File: config.mk
export PLATFORM = sky130hd
export DESIGN_NAME = operand_forward_unit
export DESIGN_NICKNAME = d
export VERILOG_FILES = /design/src/rtl/operand_forward_unit.sv
export SDC_FILE = /design/constraint.sdc
export NUM_CORES = 1
export LEC_CHECK = 0
export BUFFER_PORTS_ARGS = -buffer_cell sky130_fd_sc_hd__buf_2
export CAP_MARGIN = 20
export CORE_ASPECT_RATIO = 0.7
export CORE_MARGIN = 2
export CORE_UTILIZATION = 28
export DETAILED_ROUTE_END_ITERATION = 10
export PLACE_DENSITY = 0.63
export SLEW_MARGIN = 5
export SYNTH_ARGS = -nofsm -noshare
export SYNTH_HDL_FRONTEND = slang
export SYNTH_SLANG_ARGS = --single-unit
File: constraint.sdc
create_clock -name clk -period 2.2 [get_ports clk]
set_input_delay 0.11 -clock clk [delete_from_list [all_inputs] [get_ports clk]]
set_output_delay 0.11 -clock clk [all_outputs]
set_load 0.03 [all_outputs]
File: src/rtl/operand_forward_unit.sv
// Operand forwarding and load-use hazard unit for the 5-stage pipeline.
// Tracks EXE/MEM destination tags, registers per-port selects into EXE.
module operand_forward_unit #(
  parameter int W        = 32,
  parameter int AW       = 5,
  parameter int NPORT    = 2,
  parameter int ZERO_REG = 1,
  parameter int CNTW     = 16
) (
  input  logic                 clk,
  input  logic                 rst,
  input  logic                 id_valid,
  input  logic [AW-1:0]        id_rd,
  input  logic                 id_we,
  input  logic                 id_load,
  input  logic [NPORT*AW-1:0]  id_rs,
  input  logic [NPORT-1:0]     id_rs_used,
  input  logic                 flush,
  input  logic                 pipe_hold,
  input  logic [W-1:0]         mem_result,
  input  logic [W-1:0]         wb_busw,
  input  logic [NPORT*W-1:0]   ex_bus,
  output logic                 stall,
  output logic [NPORT*2-1:0]   ex_sel,
  output logic [NPORT*W-1:0]   ex_data,
  output logic [CNTW-1:0]      stall_count
);

  typedef struct packed {
    logic          v;
    logic [AW-1:0] rd;
    logic          we;
    logic          load;
  } ex_tag_t;

  typedef struct packed {
    logic          v;
    logic [AW-1:0] rd;
    logic          we;
  } mem_tag_t;

  localparam logic [1:0] SEL_MEM = 2'b00;
  localparam logic [1:0] SEL_WB  = 2'b01;
  localparam logic [1:0] SEL_RF  = 2'b10;
  localparam logic [NPORT*2-1:0] SEL_ALL_RF = {NPORT{SEL_RF}};

  ex_tag_t             ex_tag_q, ex_tag_d;
  mem_tag_t            mem_tag_q, mem_tag_d;
  logic [NPORT*2-1:0]  ex_sel_q, ex_sel_d;
  logic [CNTW-1:0]     cnt_q, cnt_d;

  logic [NPORT-1:0]    ex_hit;
  logic [NPORT-1:0]    mem_hit;
  logic [NPORT*2-1:0]  sel_id;

  function automatic logic hit(
    input logic          v,
    input logic          we,
    input logic [AW-1:0] rd,
    input logic [AW-1:0] r
  );
    return v & we & (r == rd) & ~((ZERO_REG != 0) & (r == '0));
  endfunction

  for (genvar p = 0; p < NPORT; p++) begin : g_port
    logic [AW-1:0] rs;
    logic [W-1:0]  d;

    assign rs = id_rs[p*AW +: AW];

    assign ex_hit[p] = hit(ex_tag_q.v, ex_tag_q.we,
                           ex_tag_q.rd, rs);
    assign mem_hit[p] = hit(mem_tag_q.v, mem_tag_q.we,
                            mem_tag_q.rd, rs);

    // a load in EXE has no data yet; fall back to the older producer
    assign sel_id[p*2 +: 2] =
      (ex_hit[p] & ~ex_tag_q.load) ? SEL_MEM :
      mem_hit[p]                   ? SEL_WB  :
                                     SEL_RF;

    always_comb begin
      unique case (ex_sel_q[p*2 +: 2])
        SEL_MEM: d = mem_result;
        SEL_WB:  d = wb_busw;
        default: d = ex_bus[p*W +: W];
      endcase
    end

    assign ex_data[p*W +: W] = d;
  end

  assign stall = id_valid & ~flush & ex_tag_q.load
               & |(ex_hit & id_rs_used);

  always_comb begin
    ex_tag_d  = ex_tag_q;
    mem_tag_d = mem_tag_q;
    ex_sel_d  = ex_sel_q;
    cnt_d     = cnt_q;
    if (!pipe_hold) begin
      mem_tag_d.v  = ex_tag_q.v;
      mem_tag_d.rd = ex_tag_q.rd;
      mem_tag_d.we = ex_tag_q.we;
      if (flush || stall) begin
        ex_tag_d = '0;
        ex_sel_d = SEL_ALL_RF;
        if (stall && !(&cnt_q)) begin
          cnt_d = cnt_q + CNTW'(1);
        end
      end else begin
        ex_tag_d.v    = id_valid;
        ex_tag_d.rd   = id_rd;
        ex_tag_d.we   = id_we;
        ex_tag_d.load = id_load;
        ex_sel_d      = sel_id;
      end
    end
  end

  always_ff @(posedge clk or posedge rst) begin
    if (rst) begin
      ex_tag_q  <= '0;
      mem_tag_q <= '0;
      ex_sel_q  <= SEL_ALL_RF;
      cnt_q     <= '0;
    end else begin
      ex_tag_q  <= ex_tag_d;
      mem_tag_q <= mem_tag_d;
      ex_sel_q  <= ex_sel_d;
      cnt_q     <= cnt_d;
    end
  end

  assign ex_sel      = ex_sel_q;
  assign stall_count = cnt_q;

endmodule

# [Word level (Yosys, flattened, before mapping)]
# Cells that the tools add are included.
[word_totals] out_inout_bits=85 input_bits=152 elab_cells=55 ff_bits=35
[classes] eq_ne=6 add_sub_neg=1 n_reduce_logical=10 n_bitwise=21 n_mux=8
[ops] op="case mux 32 bit (2 select lines)" n=2
[ops] op="== test 5 bit" n=4
[ops] op="adder 16 x 1 -> 16 bit, second input constant" n=1
[ops] op="AND reduction 16 bit" n=1
[ops] op="AND 1 bit" n=15
[ops] op="zero test 5 bit" n=2
[ops] op="two-way mux 2 bit" n=4
[ops] op="two-way mux 8 bit" n=1
[ops] op="inverter 1 bit" n=5
[ops] op="== test 2 x 1 -> 1 bit, second input constant" n=2
[ops] op="zero test 2 bit" n=2
[ops] op="two-way mux 4 bit" n=1
[ops] op="AND reduction 3 bit" n=1
[ops] op="AND 2 bit" n=1
[ops] op="OR reduction 2 bit" n=1
[ops] op="logical AND 1 bit" n=1
[ops] op="zero test 1 bit" n=1
[ops] op="logical OR 1 bit" n=1

# [Depth between registers and ports, before layout]
# Gate-level depths: netlist (run 1).
[depth] depth_word=8 mapped_depth=7 ltp_nobuf=6

# [Worst setup path after synthesis (run 1)]
# Ideal clock, no wire load.
[synth_path] path_type="register to output" startpoint="reg ex_sel_q[0] (netlist: ex_sel[0])" endpoint="out ex_data[0]" required_time_ns=2.090 stages_incl_launch_ff=5 path_buffers=2 arrival_ns=2.077 setup_slack_ns=0.013 cell_sequence="dfrtp_1 clkbuf_1 clkbuf_1 mux2i_1 o21ai_0"
[synth_via] elab_chain_cells=2 word_cells_on_any_way=3 cone_classes="eq/ne (1); mux (1); reduce/logical (1)"
[synth_rtl] element="start, declared" line_no="49" rtl="logic [NPORT*2-1:0] ex_sel_q, ex_sel_d;"
[synth_rtl] element="start signal, assigned" line_no="130" rtl="ex_sel_q <= ex_sel_d;"
[synth_rtl] element="== test 2 x 1 -> 1 bit or zero test 2 bit (tied branches)" line_no="83" rtl="unique case (ex_sel_q[p*2 +: 2])"
[synth_rtl] element="case mux 32 bit (2 select lines) *" line_no="83"
[synth_rtl] element="end, declared" line_no="25" rtl="output logic [NPORT*W-1:0] ex_data,"
# Mark *: on every way between the ends. The rest lies on a longest branch, timed or not.

# [Worst setup path after layout (run 1)]
[layout_path] startpoint="reg ex_tag_q[5] in the netlist's numbering" endpoint="reg cnt_q[1] (netlist: stall_count[1])"
[layout_via] elab_chain_cells=8 word_cells_on_any_way=12 cone_classes="eq/ne (2); bitwise (6); reduce/logical (4)"
[layout_rtl] element="start, declared" line_no="47" rtl="ex_tag_t ex_tag_q, ex_tag_d;"
[layout_rtl] element="start signal, assigned" line_no="128" rtl="ex_tag_q <= ex_tag_d;"
[layout_rtl] element="== test 5 bit" line_no="62" rtl="return v & we & (r == rd) & ~((ZERO_REG != 0) & (r == '0));"
[layout_rtl] element="AND 1 bit (2 in series)" line_no="62"
[layout_rtl] element="AND 2 bit *" line_no="94" rtl="& |(ex_hit & id_rs_used);"
[layout_rtl] element="OR reduction 2 bit *" line_no="94"
[layout_rtl] element="AND 1 bit *" line_no="94"
[layout_rtl] element="logical OR 1 bit or logical AND 1 bit (tied branches)" line_no="105, 108"
[layout_rtl] element="AND reduction 3 bit (no source line) *"
[layout_rtl] element="end signal, assigned" line_no="131" rtl="cnt_q <= cnt_d;"
[layout_rtl] element="end, declared" line_no="50" rtl="logic [CNTW-1:0] cnt_q, cnt_d;"
# Marks and branches as above.
# A chain may end at the register's enable or synchronous reset.

==> summary.txt, run 1 <==
Cells and area
  • FF+latch area: about 900 um2
  • Most frequent cells in the layout: 236 x buf_2, 81 x nand2_1, 65 x o21ai_0, 64 x mux2i_1, 31 x dfrtp_1
  • Commonest non-fill, non-tap cell in the layout: buf_2
  • Fill count: 1,141
  • Fin cells: slightly below 800
  • Post-Route Utilization: 0.430
  • Layout cells sized above 1: 0.442
  • Multi-input logic area: 2190 um2
  • Post-layout nets: 783
  • Synth-to-layout area growth: 49.1%

STA
  • Final Hold Viols: 19
  • Clock Skew: 0.00499 ns
  • Slew margin rel.: 0.452
  • Finish-stage setup viols: 0
  • Final TNS setup: 0 ns
  • Maximum clock frequency: 490 MHz
  • Period minus WS final: 2.04 ns
  • RSZ-0062 raised after global routing: false
  • Final Cycle Share: 0.928
  • Max Slew Vio Count: 0
  • Hold slack: -0.0152 ns
  • Final worst-path setup slack: 0.159 ns
  • Worst slew pin tran: roughly 0.8 ns

Synthesis
  • Cell taking the most area after synthesis: dfrtp_1
  • Avg Cell Area, Syn: between 8 and 9 um2
  • Syn_nets: about 550
  • Warnings from Yosys: 0
  • Top cell type's share of synthesized area: 0.258
  • Mapped Cells: 400
  • Async set or reset register ratio after synthesis: 1.00
  • Post-synth cell types: 38
  • Mapped Area: 3200 um2
  • Yosys reg bits: 35
  • Top cells by area, synth: dfrtp_1 26%, mux2i_1 20%, o21ai_0 10%
  • Post-synth EDFFs: 0
  • Prevailing post-synth register cell: dfrtp_1
  • Register area share after synthesis: 0.274

Global routing
  • Vias in the first global route: between 3,000 and 4,000
  • Largest net degree at the start of global routing: 66
  • Global-route wire length before repair: 17,800 um
  • Total gr overflow: 0
  • All-Layer GR Usage: 0.177
  • Initial antenna violation count: 1

Clocking
  • Cts bufs inserted: 5
  • Cts hold-fix bufs: 0
  • CTS clk-pin slew, worst paths: 0.06 ns
  • Clock Tree Buf Depth: 2
  • Clock root buffer: clkbuf_16
  • H-tree depth: 2
  • CTS sink cnt: 35
  • Clock latency on the worst-skew pair: approximately 0.28 ns
  • TritonCTS clock tree: built

Run
  • Max-cap viol count: 0

Die
  • Placeable Area: approximately 11,000 um2
  • Num rows: 32
  • I/O Pins: 237
  • Die Area: approximately 12,000 um2
  • Initial Util: 0.289
  • Chip height: 93.5 um
  • Horiz. Die Dim: 132 um

Worst setup path
  • R2R depth: 6
  • Crit path required time: 2.36 ns
  • Path type of the worst setup path: reg -> reg
  • Setup slack, reg-to-reg: 0.16 ns
  • CP max FO: 5
  • Crit end category: flop
  • Crit path cell chain: xnor2_1, o211ai_2, nor3_2, o21bai_4, nor3_1, mux2_1
  • Crit start category: flop
  • Crit-path max cell delay: around 0.42 ns
  • Reg2reg end: stall_count[1]
  • Worst r2r src: ex_tag_q[5]
  • Worst path arrival time: about 2.2 ns
  • Top delay family on crit path: simple AND/OR/NAND/NOR gates
  • Crit path buffers/inverters: 0
  • Slowest-stage cell, CP: dfrtp_1

Pwr
  • Leak Pwr: 2.37 nW
  • Peak VDD IR: 0.279 mV
  • Pwr Density: between 400 and 500 nW/um2

Placement
  • Placed cell count: 776
  • Post-DP HPWL: 9480 um
  • Place WS: 0.155 ns
  • PortBufs: 236
  • RePlAce Congestion: 0.922

Routing
  • Wirelength, routed: between 10,000 and 15,000 um
  • Via/cell ratio: between 4 and 5
  • Via count: 3,847
  • Final ANT Viol Nets: 0
  • WL/cell: around 15 um
  • Drt drc: 0
  • Pre-antenna DRT Iters: 5
  • DRT iter0 DRCs: ~120

Status
  • Failing checks: hold timing
  • Outcome: finished, violations left

Hold path
  • Hold crit path type: in -> async
[where the power goes]
part | internal [mW] | switching [mW] | total [mW] | leakage [nW]
clock | 0.423 | 0.277 | 0.699 | 0.0700
sequential | 0.673 | 0.0314 | 0.705 | 0.465
combinational | 0.295 | 0.481 | 0.777 | 1.84
total | 1.39 | 0.789 | 2.18 | 2.37
[per-layer routing]
metal,vias to the layer above,track usage,routed length [um]
li1,1888,-,-
met4,0,0.0417,87
met2,138,0.297,5770
met1,1812,0.241,5230
met5,-,0,0
met3,9,0.0260,594
[synthesized netlist by cell type, types with 3 or more instances]
master	n
nand4_1	8
nor2_1	12
and3_1	3
nand3_1	8
o21ai_0	65
xor2_1	17
inv_1	5
clkbuf_1	25
nor4_1	10
dfrtp_1	33
xnor2_1	14
nand2_1	81
a22o_1	8
mux2_2	7
mux2i_1	64
nor3_1	6
[per-stage QoR]
| step | hold slack [ns] | cell area (um2) | power (mW) |
|---|---|---|---|
| floorplan | 0.206 | 3200 | 1.17 |
| global placement | 0.306 | 4620 | 1.48 |
| detailed placement | 0.327 | 4620 | 1.49 |
| CTS | 0.0145 | 4770 | 2.21 |
| global route | 0.0538 | 4770 | 2.30 |
| finish | -0.0152 | 4770 | 2.18 |
[how the worst max path moves through the flow]
| stage | start | endpoint | slack, ns | cells past startpoint |
|---|---|---|---|---|
| 3_5_place_dp | ex_tag_q[5] | stall_count[1] | 0.15 | 6 |
| 3_3_place_gp | mem_tag_q[2] | ex_sel[0] | 0.17 | 7 |
| 2_1_floorplan | ex_sel[0] | ex_data[0] | 0.01 | 4 |
| 6_report | ex_tag_q[5] | stall_count[1] | 0.16 | 6 |
| 5_1_grt | ex_tag_q[3] | stall_count[1] | 0.01 | 6 |
| 4_1_cts | ex_tag_q[5] | stall_count[1] | 0.14 | 6 |
[sequential cells by signal (all words and copies together), names as in the netlist]
name         flops
stall_count     16
ex_tag_q         8
mem_tag_q        7
ex_sel           4
[final cells by class]
cell class / instances / area share
Antenna cell: 1 / 0.000524
Clock buffer: 5 / 0.0262
Clock inverter: 3 / 0.00524
Inverter: 5 / 0.00393
Multi-Input combinational cell: 333 / 0.460
Sequential cell: 35 / 0.185
Tap cell: 153 / 0.0401
Timing Repair Buffer: 250 / 0.280
[timing repair]
action	4_1_cts	5_1_grt
resized for setup	0	1
setup buffers	0	0
endpoints found under the hold margin	0	0
setup endpoints to repair	0	1
[kinds of logic after synthesis]
group                    Yosys count  share of synthesized area
multiplexers                      73                      0.232
adder cells (fa/ha/maj)            1                    0.00391
flip-flops                        35                      0.274
buffers and inverters             32                     0.0410
XOR/XNOR                          31                     0.0848
AO/OA/AOI/OAI                     85                      0.157
AND/OR/NAND/NOR                  143                      0.208
Power figures use the tool's default switching activity.
==> run 2, diff against run 1 <==
--- a/config.mk
+++ b/config.mk
@@ -9,9 +9,9 @@
 export CAP_MARGIN = 20
 export CORE_ASPECT_RATIO = 0.7
 export CORE_MARGIN = 2
-export CORE_UTILIZATION = 28
+export CORE_UTILIZATION = 40
 export DETAILED_ROUTE_END_ITERATION = 10
-export PLACE_DENSITY = 0.63
+export PLACE_DENSITY = 0.84
 export SLEW_MARGIN = 5
 export SYNTH_ARGS = -nofsm -noshare
 export SYNTH_HDL_FRONTEND = slang
==> summary.txt, run 2 (synthesis results as in run 1) <==
Status
  • Outcome: finished, final reports clean

Clocking
  • CTS clk-pin slew, worst paths: 0.06 ns
  • TritonCTS clock tree: built
  • Cts bufs inserted: 5
  • Clock root buffer: clkbuf_16
  • Post-CTS setup buffer count: 0
  • CTS sink cnt: 35
  • H-tree depth: 2
  • Post-cts sizing count: 0
  • Clock latency on the worst-skew pair: 0.28 ns
  • Clock Tree Buf Depth: 2

STA
  • Max Slew Vio Count: 0
  • Slew margin rel.: 0.611
  • Final worst-path setup slack: ~0.12 ns
  • Clock Skew: 0.00700 ns
  • Hold slack: 0.0417 ns
  • Period minus WS final: between 2 and 2.5 ns
  • Worst slew pin tran: 0.584 ns
  • Maximum clock frequency: 481 MHz
  • Final TNS setup: 0 ns
  • Final Hold Viols: 0
  • RSZ-0062 raised after global routing: false
  • Finish-stage setup viols: 0
  • Final Cycle Share: 0.945

Worst setup path
  • R2R depth: 6
  • Reg2reg end: stall_count[1]
  • Crit path cell chain: xnor2_1, o211ai_2, nor3_2, o21bai_4, nor3_1, mux2_1
  • Crit-path max cell delay: 0.42 ns
  • Worst r2r src: ex_tag_q[5]
  • Top delay family on crit path: simple AND/OR/NAND/NOR gates
  • Crit path buffers/inverters: 0
  • Crit start category: flop
  • Slowest-stage cell, CP: dfrtp_1
  • Crit end category: flop
  • CP max FO: 5
  • Crit path required time: 2.36 ns
  • Worst path arrival time: 2.24 ns
  • Setup slack, reg-to-reg: between 0.1 and 0.15 ns
  • Path type of the worst setup path: reg -> reg

Routing
  • Wirelength, routed: 12,500 um
  • WL/cell: between 15 and 20 um
  • Pre-antenna DRT Iters: 5
  • Via/cell ratio: 5.38
  • Via count: 3,952
  • DRT iter0 DRCs: 237
  • Final ANT Viol Nets: 0
  • Drt drc: 0

Global routing
  • Initial antenna violation count: 5
  • Vias in the first global route: 3,695
  • Total gr overflow: 0
  • Busiest grt layer: met2
  • Global-route wire length before repair: 18,800 um
  • All-Layer GR Usage: 0.266
  • Largest net degree at the start of global routing: 52
  • GR Util met3: 0.0565
  • Grt met1 use: 0.330
  • Met2 global-route usage: 0.459

Pwr
  • Switch share: 0.365
  • Pwr Density: between 400 and 500 nW/um2
  • Combinational share of power: 0.352
  • Int Power: ~1.4 mW
  • Net Switching: between 0.7 and 0.8 mW
  • Clock Power Share: 0.318
  • Leak Pwr: between 2 and 2.5 nW
  • Peak VDD IR: about 0.47 mV
  • Flop pwr share: 0.330

Hold path
  • Hold crit path type: in -> reg
  • Hold Path Depth: 2
  • Hold EP: ex_tag_q[3]
  • Worst hold start: id_rd[1]

Die
  • Horiz. Die Dim: ~110 um
  • Initial Util: 0.410
  • I/O Pins: between 200 and 250
  • Die Area: 8750 um2
  • Chip height: 78.9 um
  • Num rows: 27
  • Placeable Area: 7800 um2

Cells and area
  • Final Cell Area: ~4700 um2
  • Fill count: 716
  • Synth-to-layout area growth: 46.0%
  • Max FFs per register: 16
  • Most frequent cells in the layout: 236 x buf_2, 81 x nand2_1, 65 x o21ai_0, 64 x mux2i_1, 31 x dfrtp_1
  • Post-layout nets: 781
  • Layout cells sized above 1: 0.439
  • Commonest non-fill, non-tap cell in the layout: buf_2
  • Fin cells: 735

Placement
  • Place WS: between 0.1 and 0.15 ns
  • PortBufs: 236
  • Dpl cell area: between 4000 and 5000 um2
  • RePlAce Congestion: 0.995
  • Placed cell count: 721
  • Post-DP HPWL: roughly 10,000 um

Run
  • Max-cap viol count: 0
-- run 2: final cells by class --
type,count,area (um2),area share
repair buffers,248,1300,0.278
clock buffers,5,125,0.0268
inverters,5,18.8,0.00401
multi-input cells,333,2190,0.469
clock inverters,3,20.0,0.00428
flip-flops and latches,35,881,0.188
diodes,5,12.5,0.00268
well taps,101,126,0.0270
-- run 2: worst max path at each step --
stage                      startpoint             end  slack (ns)  depth (start not counted)
after floorplan             ex_sel[0]      ex_data[0]        0.01                          4
after global placement    ex_tag_q[3]  stall_count[1]        0.24                          6
after detailed placement  ex_tag_q[5]  stall_count[1]        0.14                          6
after CTS                 ex_tag_q[2]  stall_count[1]        0.11                          6
after global routing      ex_tag_q[4]  stall_count[1]        0.03                          6
final                     ex_tag_q[5]  stall_count[1]        0.12                          6
-- run 2: worst register-to-register path, delay by kind of cell, from the launching register on --
family / cells / cell delay [ns]
compound gates: 2 / 0.25
mux: 1 / 0.37
simple gates: 2 / 0.69
flops: 1 / 0.42
xor+xnor: 1 / 0.22
-- run 2: power by group through the flow --
| stage | clock network [mW] | logic [mW] | registers [mW] |
|---|---|---|---|
| floorplan | 0 | 0.453 | 0.712 |
| global placement | 0 | 0.751 | 0.728 |
| detailed placement | 0 | 0.761 | 0.730 |
| CTS | 0.704 | 0.766 | 0.719 |
| global route | 0.736 | 0.826 | 0.725 |
| finish | 0.693 | 0.767 | 0.720 |
-- run 2: per-layer routing --
layer,part of all wire,up-vias,wire length [um]
met5,0,-,0
met3,0.079,31,988
met1,0.39,1844,4900
met4,0.034,0,419
met2,0.50,195,6200
li1,-,1882,-
-- run 2: what timing repair did --
| item | CTS | global route |
|---|---|---|
| hold endpoints to repair | 33 | 0 |
| setup endpoints to repair | 0 | 0 |
| hold buffers | 1 | 0 |
-- run 2: per-stage QoR --
| stage | total power [mW] | utilization |
|---|---|---|
| 3_3_place_gp | 1.48 | 0.578 |
| 6_report | 2.18 | 0.599 |
| 3_5_place_dp | 1.49 | 0.578 |
| 4_1_cts | 2.19 | 0.597 |
| 5_1_grt | 2.29 | 0.599 |
| 2_1_floorplan | 1.17 | - |
